**src/rtl/sync_fifo_pkg.sv**
```systemverilog
// Shared defaults for the synchronous FIFO slice.
package sync_fifo_pkg;
  localparam int unsigned DEF_DWIDTH = 16;
  localparam int unsigned DEF_AWIDTH = 3;
endpackage

```
**src/rtl/sync_fifo_mem.sv**
```systemverilog
// FIFO storage: register array, synchronous write, asynchronous read, cleared on reset.
module sync_fifo_mem
  import sync_fifo_pkg::*;
#(
  parameter int unsigned DWIDTH = DEF_DWIDTH,
  parameter int unsigned AWIDTH = DEF_AWIDTH
) (
  input  logic              clk,
  input  logic              rstn,
  input  logic              i_we,
  input  logic [AWIDTH-1:0] i_waddr,
  input  logic [DWIDTH-1:0] i_wdata,
  input  logic [AWIDTH-1:0] i_raddr,
  output logic [DWIDTH-1:0] o_rdata
);
  localparam int unsigned DEPTH = 1 << AWIDTH;

  logic [DWIDTH-1:0] r_mem [DEPTH];

  always_ff @(posedge clk or negedge rstn) begin
    if (!rstn) begin
      for (int unsigned i = 0; i < DEPTH; i++) r_mem[i] <= '0;
    end else if (i_we) begin
      r_mem[i_waddr] <= i_wdata;
    end
  end

  assign o_rdata = r_mem[i_raddr];
endmodule

```
**src/rtl/sync_fifo.sv**
```systemverilog
// Single-clock show-ahead FIFO with wrap-bit pointers.
// Optional overflow/underflow ports are enabled by defining SYNC_FIFO_ERR_EN.
module sync_fifo
  import sync_fifo_pkg::*;
#(
  parameter int unsigned DWIDTH = DEF_DWIDTH,
  parameter int unsigned AWIDTH = DEF_AWIDTH
) (
  input  logic              clk,
  input  logic              rstn,
  input  logic              wren,
  input  logic              rden,
  input  logic [DWIDTH-1:0] din,
  output logic [DWIDTH-1:0] dout,
  output logic              full,
  output logic              empty
`ifdef SYNC_FIFO_ERR_EN
  ,
  output logic              overflow,
  output logic              underflow
`endif
);
  localparam logic [AWIDTH:0] PTR_ONE = {{AWIDTH{1'b0}}, 1'b1};

  logic [AWIDTH:0] r_wr_ptr;
  logic [AWIDTH:0] r_rd_ptr;
  logic            w_full;
  logic            w_empty;
  logic            w_wr_acc;
  logic            w_rd_acc;

  // Same index with differing wrap bits means the writer is one lap ahead.
  assign w_empty  = (r_wr_ptr == r_rd_ptr);
  assign w_full   = (r_wr_ptr[AWIDTH] != r_rd_ptr[AWIDTH]) &&
                    (r_wr_ptr[AWIDTH-1:0] == r_rd_ptr[AWIDTH-1:0]);
  assign w_wr_acc = wren && !w_full;
  assign w_rd_acc = rden && !w_empty;

  always_ff @(posedge clk or negedge rstn) begin
    if (!rstn) begin
      r_wr_ptr <= '0;
      r_rd_ptr <= '0;
    end else begin
      if (w_wr_acc) r_wr_ptr <= r_wr_ptr + PTR_ONE;
      if (w_rd_acc) r_rd_ptr <= r_rd_ptr + PTR_ONE;
    end
  end

  sync_fifo_mem #(
    .DWIDTH (DWIDTH),
    .AWIDTH (AWIDTH)
  ) u_mem (
    .clk     (clk),
    .rstn    (rstn),
    .i_we    (w_wr_acc),
    .i_waddr (r_wr_ptr[AWIDTH-1:0]),
    .i_wdata (din),
    .i_raddr (r_rd_ptr[AWIDTH-1:0]),
    .o_rdata (dout)
  );

  assign full  = w_full;
  assign empty = w_empty;

`ifdef SYNC_FIFO_ERR_EN
  logic r_overflow;
  logic r_underflow;

  always_ff @(posedge clk or negedge rstn) begin
    if (!rstn) begin
      r_overflow  <= 1'b0;
      r_underflow <= 1'b0;
    end else begin
      r_overflow  <= wren && w_full;
      r_underflow <= rden && w_empty;
    end
  end

  assign overflow  = r_overflow;
  assign underflow = r_underflow;
`endif
endmodule

```
**config.mk**
```make
export PLATFORM = sky130hd
export DESIGN_NAME = sync_fifo
export DESIGN_NICKNAME = d
export VERILOG_FILES = /design/src/rtl/sync_fifo_pkg.sv /design/src/rtl/sync_fifo_mem.sv /design/src/rtl/sync_fifo.sv
export SDC_FILE = /design/constraint.sdc
export NUM_CORES = 1
export LEC_CHECK = 0
export CAP_MARGIN = 20
export CORE_ASPECT_RATIO = 0.75
export CORE_MARGIN = 1.5
export CORE_UTILIZATION = 60
export CTS_BUF_LIST = sky130_fd_sc_hd__clkbuf_16
export DETAILED_ROUTE_END_ITERATION = 10
export HOLD_SLACK_MARGIN = 0.1
export PLACE_DENSITY = 0.78
export SYNTH_ARGS = -nofsm -noshare
export SYNTH_HDL_FRONTEND = slang
export SYNTH_HIERARCHICAL = 1
export SYNTH_SLANG_ARGS = --single-unit
```
**constraint.sdc**
```tcl
create_clock -name clk -period 2.6 [get_ports clk]
set_input_delay 0.65 -clock clk [delete_from_list [all_inputs] [get_ports clk]]
set_output_delay 0.65 -clock clk [all_outputs]
set_load 0.01 [all_outputs]
```
Word-level counts from Yosys, hierarchy flattened --
Index checks and enable logic that the tools add are counted.
Storage, ports and cells: logic and storage cells 32, output and inout bits 18, bits in registers 136, input bits 20
Cells by class: reduce and logical (&&, ||, !) cells 6, muxes and demuxes 6, bitwise operators 2, $lt $le $gt $ge 3, $add $sub $neg 2, equal/unequal tests 3
Operators with widths (number):
- $bwmux 128 | 1
- $bmux 16 s3 | 1
- $demux 16 s3 | 1
- $mux 16 | 3
- $add 4x1->4 const B | 2
- $ge 4x4->1 const B | 2
- $not 3->4 | 2
- $eq 4x4->1 | 1
- $logic_and 1x1->1 | 4
- $lt 4x1->1 const B | 1
- $eq 3x3->1 | 1
- $logic_not 1->1 | 2
- $ne 1x1->1 | 1

Depth between registers and ports, before layout --
Gate-level depths: netlist of run 1.
depth after elaboration 6, mapped depth 8, mapped depth without buffers 5

Cells and area by module --
The synthesis of run 1 kept the hierarchy.
Modules (own cells, without submodules):
- sync_fifo_mem | cells an instance 336, area an instance 5926.9 sq um, sequential area each 3203.1 sq um, times used 1
- sync_fifo | cells an instance 43, area an instance 538.0 sq um, sequential area each 200.2 sq um, times used 1

Worst setup path before layout of run 1 --
Ideal clock, no wire load.
path type flip-flop to output port, start register r_rd_ptr[0], end output port dout[1], arrival 1575 ps, cell stages (with the launch flop) 5, buffers on the path 2, required time 1950 ps, path slack 375 ps, path through dfrtp_1 > buf_6 > buf_6 > mux4_1 > mux2_2
On the way: word-level cells in the longest chain between the ends 4
RTL lines:
- from (decl) | line sync_fifo.sv:26 | logic [AWIDTH:0] r_rd_ptr;
- from (signal assigned) | line sync_fifo.sv:45 | if (w_rd_acc) r_rd_ptr <= r_rd_ptr + PTR_ONE;
- $not 3->4 (not written as such) | line sync_fifo_mem.sv:28 | assign o_rdata = r_mem[i_raddr];
- $bmux 16 s3 | line sync_fifo_mem.sv:28
- $mux 16 (not written as such) (2 in series) | line sync_fifo_mem.sv:28
- to (decl) | line sync_fifo.sv:14 | output logic [DWIDTH-1:0] dout,
No other way between the ends. The select of a mux whose other input is x is not followed.

Final worst setup path of run 1 --
start register r_rd_ptr[0], end output port dout[13]
Same word-level chain as after synthesis.

==> results of run 1 <==
-- flip-flops by register name, summed over array words and instances, names as in the netlist --
| register | cells |
|---|---|
| r_rd_ptr | 4 |
| r_wr_ptr | 4 |
| u_mem/r_mem | 128 |
-- final cells by class --
class,instances,area (sq um)
clock buffers,17,425
inverters,3,11.3
multi-input cells,216,2880
fillers,621,2480
repair buffers,75,863
flip-flops and latches,136,3400
clock inverters,14,140
well taps,136,170
-- worst max-delay path: stages (launching register included) --
cell and delay (ps):
dfrtp_2 400, buf_6 150, buf_16 140, mux4_2 500, mux2_4 300, buf_6 120
-- kinds of logic after synthesis --
family,count (synthesis)
and+or+nand+nor,19
xor gates and xnor gates,9
adders and majority gates,2
buffers and inverters,27
DFF,136
AOI/OAI and AO/OA,8
muxes,178
-- worst max path at each step --
stage               slack (ps)        start       end
finish                     -80  r_rd_ptr[0]  dout[13]
detailed placement         -30  r_rd_ptr[0]   dout[9]
global placement             2  r_rd_ptr[0]   dout[1]
global route              -120  r_rd_ptr[0]  dout[13]
floorplan                  370  r_rd_ptr[0]   dout[1]
CTS                        -60  r_rd_ptr[0]   dout[5]
-- power breakdown --
group	internal, uW	switching, uW
logic	3400	2140
clock network	1470	848
registers	3210	645
-- what timing repair did --
action	4_1_cts	5_1_grt
endpoints found under the setup margin	18	18
gates cloned	3	0
pin swaps	0	1
resized for setup	126	10
setup buffers	4	0
-- stage by stage --
step           cells  hold slack (ps)  setup WS [ps]
2_1_floorplan    379              354            375
3_3_place_gp     559              479           1.74
3_5_place_dp     559              487          -26.7
4_1_cts          597              232          -58.6
5_1_grt          597              256           -123
6_report         597              226          -81.1
-- cell usage after synthesis, types with 3 or more instances --
cell type / count
mux4_1: 28
buf_6: 6
dfrtp_1: 136
xnor2_1: 5
inv_1: 3
nand4b_2: 3
nor4bb_1: 3
xor2_2: 3
mux4_2: 4
buf_2: 8
buf_4: 5
mux2_2: 144
-- metal layers --
metal | vias to the layer above | track usage (%) | wire [microns]
li1 | 1581 | - | -
met1 | 1978 | 37.6 | 6010
met2 | 109 | 46.1 | 7340
met3 | 8 | 5.60 | 706
met4 | 0 | 9.01 | 108
met5 | - | 0 | 0
==> out/summary.txt, run 1 <==
Avg Synthesized Cell Area: 17.1 sq um
Post-synthesis mux area share: 38.3%
Failing checks: negative setup slack
IO buf count: 37
CTS tree: yes
Top cells by area, synth: dfrtp_1, mux2_2, mux4_1, mux4_2, buf_6
R2r setup slk: 100 ps
Max-slew violation count: 0
Core area: 10400 sq um
Worst-Skew Late Latency: 410 ps
Setup violators final: 15
Clock skew: 6.66 ps
Ys flop type: dfrtp_1
First-pass DRT Iterations: 4
GR Util All Layers: 28.0%
Clock Tree Buf Depth: 2
Initial antenna violation count: 0
Actual slew at the worst max-slew pin: 556 ps
Die area: 11400 sq um
Post-route cell area: 7890 sq um
Largest family of logic cells by synthesized area: multiplexers
Die height: 92.9 microns
Largest net degree at the start of global routing: 45
Setup Total Neg Slack: -864 ps
Share of the synthesized area in the top cell type: 52.6%
# DRC: 0
Power Density: 1480 nW/um^2
Inserted Diodes: 0
Async SR Flop Fraction: 100%
DP Area: 7230 sq um
Kind of critical path: flip-flop to output pin
Worst Setup End Kind: output pin
Die W: 123 microns
Most frequent cells in the layout: dfrtp_1, mux2_2, mux4_2, buf_4, buf_6
Root buffer cell: clkbuf_16
Cells after synthesis: 379
Final clock period utilization by the worst path: 103%
Global-route wire length before repair: 23100 microns
Crit Reg-Reg Endpoint: u_mem/r_mem[26]
Crit Path Max Fanout: 6
R2R depth: 10
Post-synthesis sequential area ratio: 52.6%
CP startpoint kind: flip-flop
Cell row count: 32
WL/cell: 23.7 microns
Total chip power: 11700 uW
Status: complete, but fails checks
Area grow syn2layout: 22.1%
Synth Area in Adders: 0.387%
Post-Synth XOR/XNOR Area: 1.57%
Clk sink count: 136
Synth cell types: 34
Layout Utilization: 76.1%
Hold_buf cts: 0
Worst-path clk slew: 60 ps
H-tree lvl count: 4
Starting density of the core: 62.3%
DRT iter0 DRCs: 141
HPWL after detailed placement: 8200 microns
Maximum vdd ir drop: 0.684 mV
Leak: 0.00340 uW
TritonCTS Buffers: 17
Cell taking the most area after synthesis: dfrtp_1
Overflow after GRT: 0
Via Count: 3676
Worst EP required: 1950 ps
Hold Crit Class: primary input to asynchronous set/reset pin
Max-slew headroom: 62.9%
Max-cap violations: 0
Total wire length: 14200 microns
Synth Net Count: 401
Max Fclk: 373 MHz
Final worst setup slack: -81.1 ps
Most common cell after layout, fill and taps aside: dfrtp_1
Final Wtd Congestion: 0.733
Synth Area in Simple Gates: 2.81%
Post-DRT Antenna Nets: 0
Final Hold Viols: 0
Synth Cell Area: 6460 sq um
Layout cells sized above 1: 59.7%
EDFF count, synth: 0
Nets: 471
DR vias/cell: 6.16
RSZ-0062 raised after global routing: true
I/O pin cnt: 38
Register bit count reported by yosys: 136
CP Data Arrival Time: 2030 ps
Vias in the first global route: 4070
Synth Warn #: 6
Reg2reg start: r_rd_ptr[0]
Tmin final: 2680 ps
Synth Area in Compound Gates: 1.61%
No activity file was read; power rests on OpenSTA's default activity.
==> run 2, diff against run 1 <==
ABC_AREA = 1   (was not set)
CORE_ASPECT_RATIO = not set   (was 0.75)
==> out/summary.txt, run 2 <==
Status: complete, but fails checks
Failing checks: negative setup slack
H-tree lvl count: 4 (unchanged)
CP Data Arrival Time: 1950 ps (-80 ps)
Avg Synthesized Cell Area: 7.26 sq um (-57%)
Most frequent cells in the layout: nand2_1, inv_1, dfrtp_1, o21ai_0, nand3_1
Ys flop type: dfrtp_1
Kind of critical path: flip-flop to output pin
Max reg flops: 128 (unchanged)
Synth Area in Simple Gates: 27.2% (+24 points)
Clock skew: 8.01 ps (+1.35 ps)
Largest family of logic cells by synthesized area: simple AND/OR/NAND/NOR gates
Cell row count: 38 (+19%)
Async SR Flop Fraction: 100% (unchanged)
R2r setup slk: 310 ps (+210 ps)
Max-slew headroom: 69.8% (+6.8 points)
CP Cell Sequence: clkinv_4 > bufbuf_16 > nand2_1 > nand3_1 > nand2_1 > nand2_1 > nand2_1 > clkdlybuf4s15_2
Synth Warn #: 6 (unchanged)
Setup violators final: 1 (-14)
Global-route wire length before repair: 30200 microns (+31%)
Area grow syn2layout: 20.4%
DP Worst Slack: 259 ps (+286 ps)
DRT iter0 DRCs: 603 (+330%)
Synth Cell Area: 6800 sq um (+5.2%)
# fillers: 805 (+30%)
Commonest cells in the netlist: nand2_1, inv_1, dfrtp_1
Vias in the first global route: 6195 (+52%)
Hold_buf cts: 0 (unchanged)
# DRC: 0 (unchanged)
Top-count cell post-synth: nand2_1
Root buffer cell: clkbuf_16
TritonCTS Buffers: 17 (unchanged)
Maximum vdd ir drop: 1.10 mV (+61%)
R2R depth: 14 (+4)
Register bit count reported by yosys: 136 (unchanged)
Largest net degree at the start of global routing: 50 (+11%)
WL/cell: 16.2 microns (-32%)
Area of the multi-input gates: 2560 sq um (-11%)
FF/Latch Area: 3410 sq um (about the same)
Cells after synthesis: 937 (+150%)
Final hold slack: 156 ps (-70.5 ps)
CTS tree: yes
Worst EP required: 1950 ps (about the same)
Most common cell after layout, fill and taps aside: nand2_1
Synth Area in Compound Gates: 9.42% (+7.8 points)
Share of the synthesized area in the top cell type: 50.1% (-2.6 points)
I/O pin cnt: 38 (unchanged)
Leak: 0.00449 uW (+32%)
Largest stage delay on the critical path: 480 ps (-20 ps)
Starting density of the core: 62.2% (-0.17 points)
Clock Tree Buf Depth: 2 (unchanged)
Layout cells sized above 1: 9.18% (-50 points)
Hold Crit Class: primary input to asynchronous set/reset pin
DP Area: 7380 sq um (+2.0%)
Total wire length: 18300 microns (+29%)
Max Fclk: 385 MHz (+3.1%)
IO buf count: 37 (unchanged)
Die W: 109 microns (-11%)
Synth Area in Adders: 0.368% (-0.019 points)
Die area: 12000 sq um (+5.0%)
Initial antenna violation count: 0 (unchanged)
Clk sink count: 136 (unchanged)
RSZ-0062 raised after global routing: true
Biggest regs: u_mem/r_mem: 128 flops, r_rd_ptr: 4 flops, r_wr_ptr: 4 flops
Die height: 109 microns (+18%)
Most used cell, CP: nand2_1
Worst-Skew Late Latency: 420 ps (about the same)
Final Hold Viols: 0 (unchanged)
GR Util All Layers: 34.0% (+6.0 points)
Crit Reg-Reg Endpoint: u_mem/r_mem[106]
EDFF count, synth: 0 (unchanged)
Post-synthesis sequential area ratio: 50.1% (-2.6 points)
Post-route cell area: 8180 sq um (+3.7%)
CP startpoint kind: flip-flop
Final clock period utilization by the worst path: 100% (-3.1 points)
Synth cell types: 21 (-38%)
First-pass DRT Iterations: 5 (+1)
Largest Register: u_mem/r_mem
Crit path buf inv count: 3 (unchanged)
Slowest stage cell, crit path: dfrtp_2
Reg2reg start: r_rd_ptr[0]
Max-slew violation count: 0 (unchanged)
Synth Net Count: 959 (+140%)
Top cells by area, synth: dfrtp_1, nand2_1, o21ai_0, inv_1, nand3_1
Setup Total Neg Slack: -0.382 ps (+863 ps)
Crit Path Max Fanout: 16 (+10)
HPWL after detailed placement: 10000 microns (+22%)
Max-cap violations: 0 (unchanged)
Nets: 1000 (+110%)
Worst Setup End Kind: output pin
Crit path max-delay family: buffers and inverters
Cell taking the most area after synthesis: dfrtp_1
Worst-path clk slew: 60 ps (about the same)
Post-synthesis mux area share: 0% (-38 points)
Core area: 10900 sq um (+5.5%)
Power Density: 1410 nW/um^2 (-5.0%)
Final worst setup slack: -0.382 ps (+80.7 ps)
Overflow after GRT: 0 (unchanged)
Tmin final: 2600 ps (-80.7 ps)
Final Wtd Congestion: 0.832 (+13%)
Post-Synth XOR/XNOR Area: 0.644% (-0.92 points)
Total chip power: 11500 uW (-1.5%)
Post-DRT Antenna Nets: 0 (unchanged)
Actual slew at the worst max-slew pin: 454 ps (-102 ps)
Via Count: 6115 (+66%)
DR vias/cell: 5.41 (-12%)
Inserted Diodes: 0 (unchanged)
run 2: cell types whose count changed after synthesis, moves of 11 or more:
| cell | previous run | this run |
|---|---|---|
| nand2_1 | 2 | 370 |
| inv_1 | 3 | 159 |
| mux2_2 | 144 | 0 |
| o21ai_0 | 0 | 128 |
| nand3_1 | 0 | 75 |
| mux4_1 | 28 | 0 |
| buf_2 | 8 | 29 |
| clkbuf_1 | 2 | 13 |
run 2: area by class of cell:
cell class,count,share of cell area [%]
sequential,136,41.6
multi-input combinational,591,31.3
timing repair buffer,70,9.20
inverter,162,7.49
clock buffer,17,5.20
clock inverter,15,3.06
tap,140,2.14
run 2: metrics by stage:
step,util (%),cells
global route,74.8,1131
floorplan,-,937
global placement,67.4,1092
CTS,75.0,1130
detailed placement,67.4,1092
finish,74.8,1131
run 2: routing by layer:
| layer | track usage [%] | routed length (microns) | vias up |
|---|---|---|---|
| li1 | - | - | 2928 |
| met1 | 41.6 | 7500 | 2848 |
| met2 | 57.5 | 8850 | 276 |
| met3 | 7.53 | 1350 | 63 |
| met4 | 15.2 | 641 | 0 |
| met5 | 0 | 0 | - |
run 2: power by group:
part	switching [uW]	leakage (uW)	internal (uW)
registers	592	0.00170	3110
clock network	954	0.000316	1800
logic	3080	0.00248	2010
run 2: cells by family after synthesis:
logic type / count (synthesis)
adders and majority gates: 2
AOI/OAI and AO/OA: 128
buffers and inverters: 210
xor gates and xnor gates: 5
DFF: 136
and+or+nand+nor: 456
run 2: what timing repair did:
| action | CTS | global route |
|---|---|---|
| buffers inserted | 2 | 1 |
| cloned | 4 | 0 |
| pin swaps | 0 | 1 |
| gates resized for setup | 37 | 17 |
| endpoints found under the setup margin | 18 | 12 |
run 2: worst max path at each step:
stage	cells past startpoint	slack (ps)	start	to
global placement	8	280	r_rd_ptr[0]	dout[14]
CTS	8	-110	r_rd_ptr[0]	dout[5]
finish	8	-0.4	r_rd_ptr[0]	dout[3]
detailed placement	8	260	r_rd_ptr[0]	dout[14]
floorplan	7	820	r_rd_ptr[0]	dout[10]
global route	8	-70	r_rd_ptr[0]	dout[3]
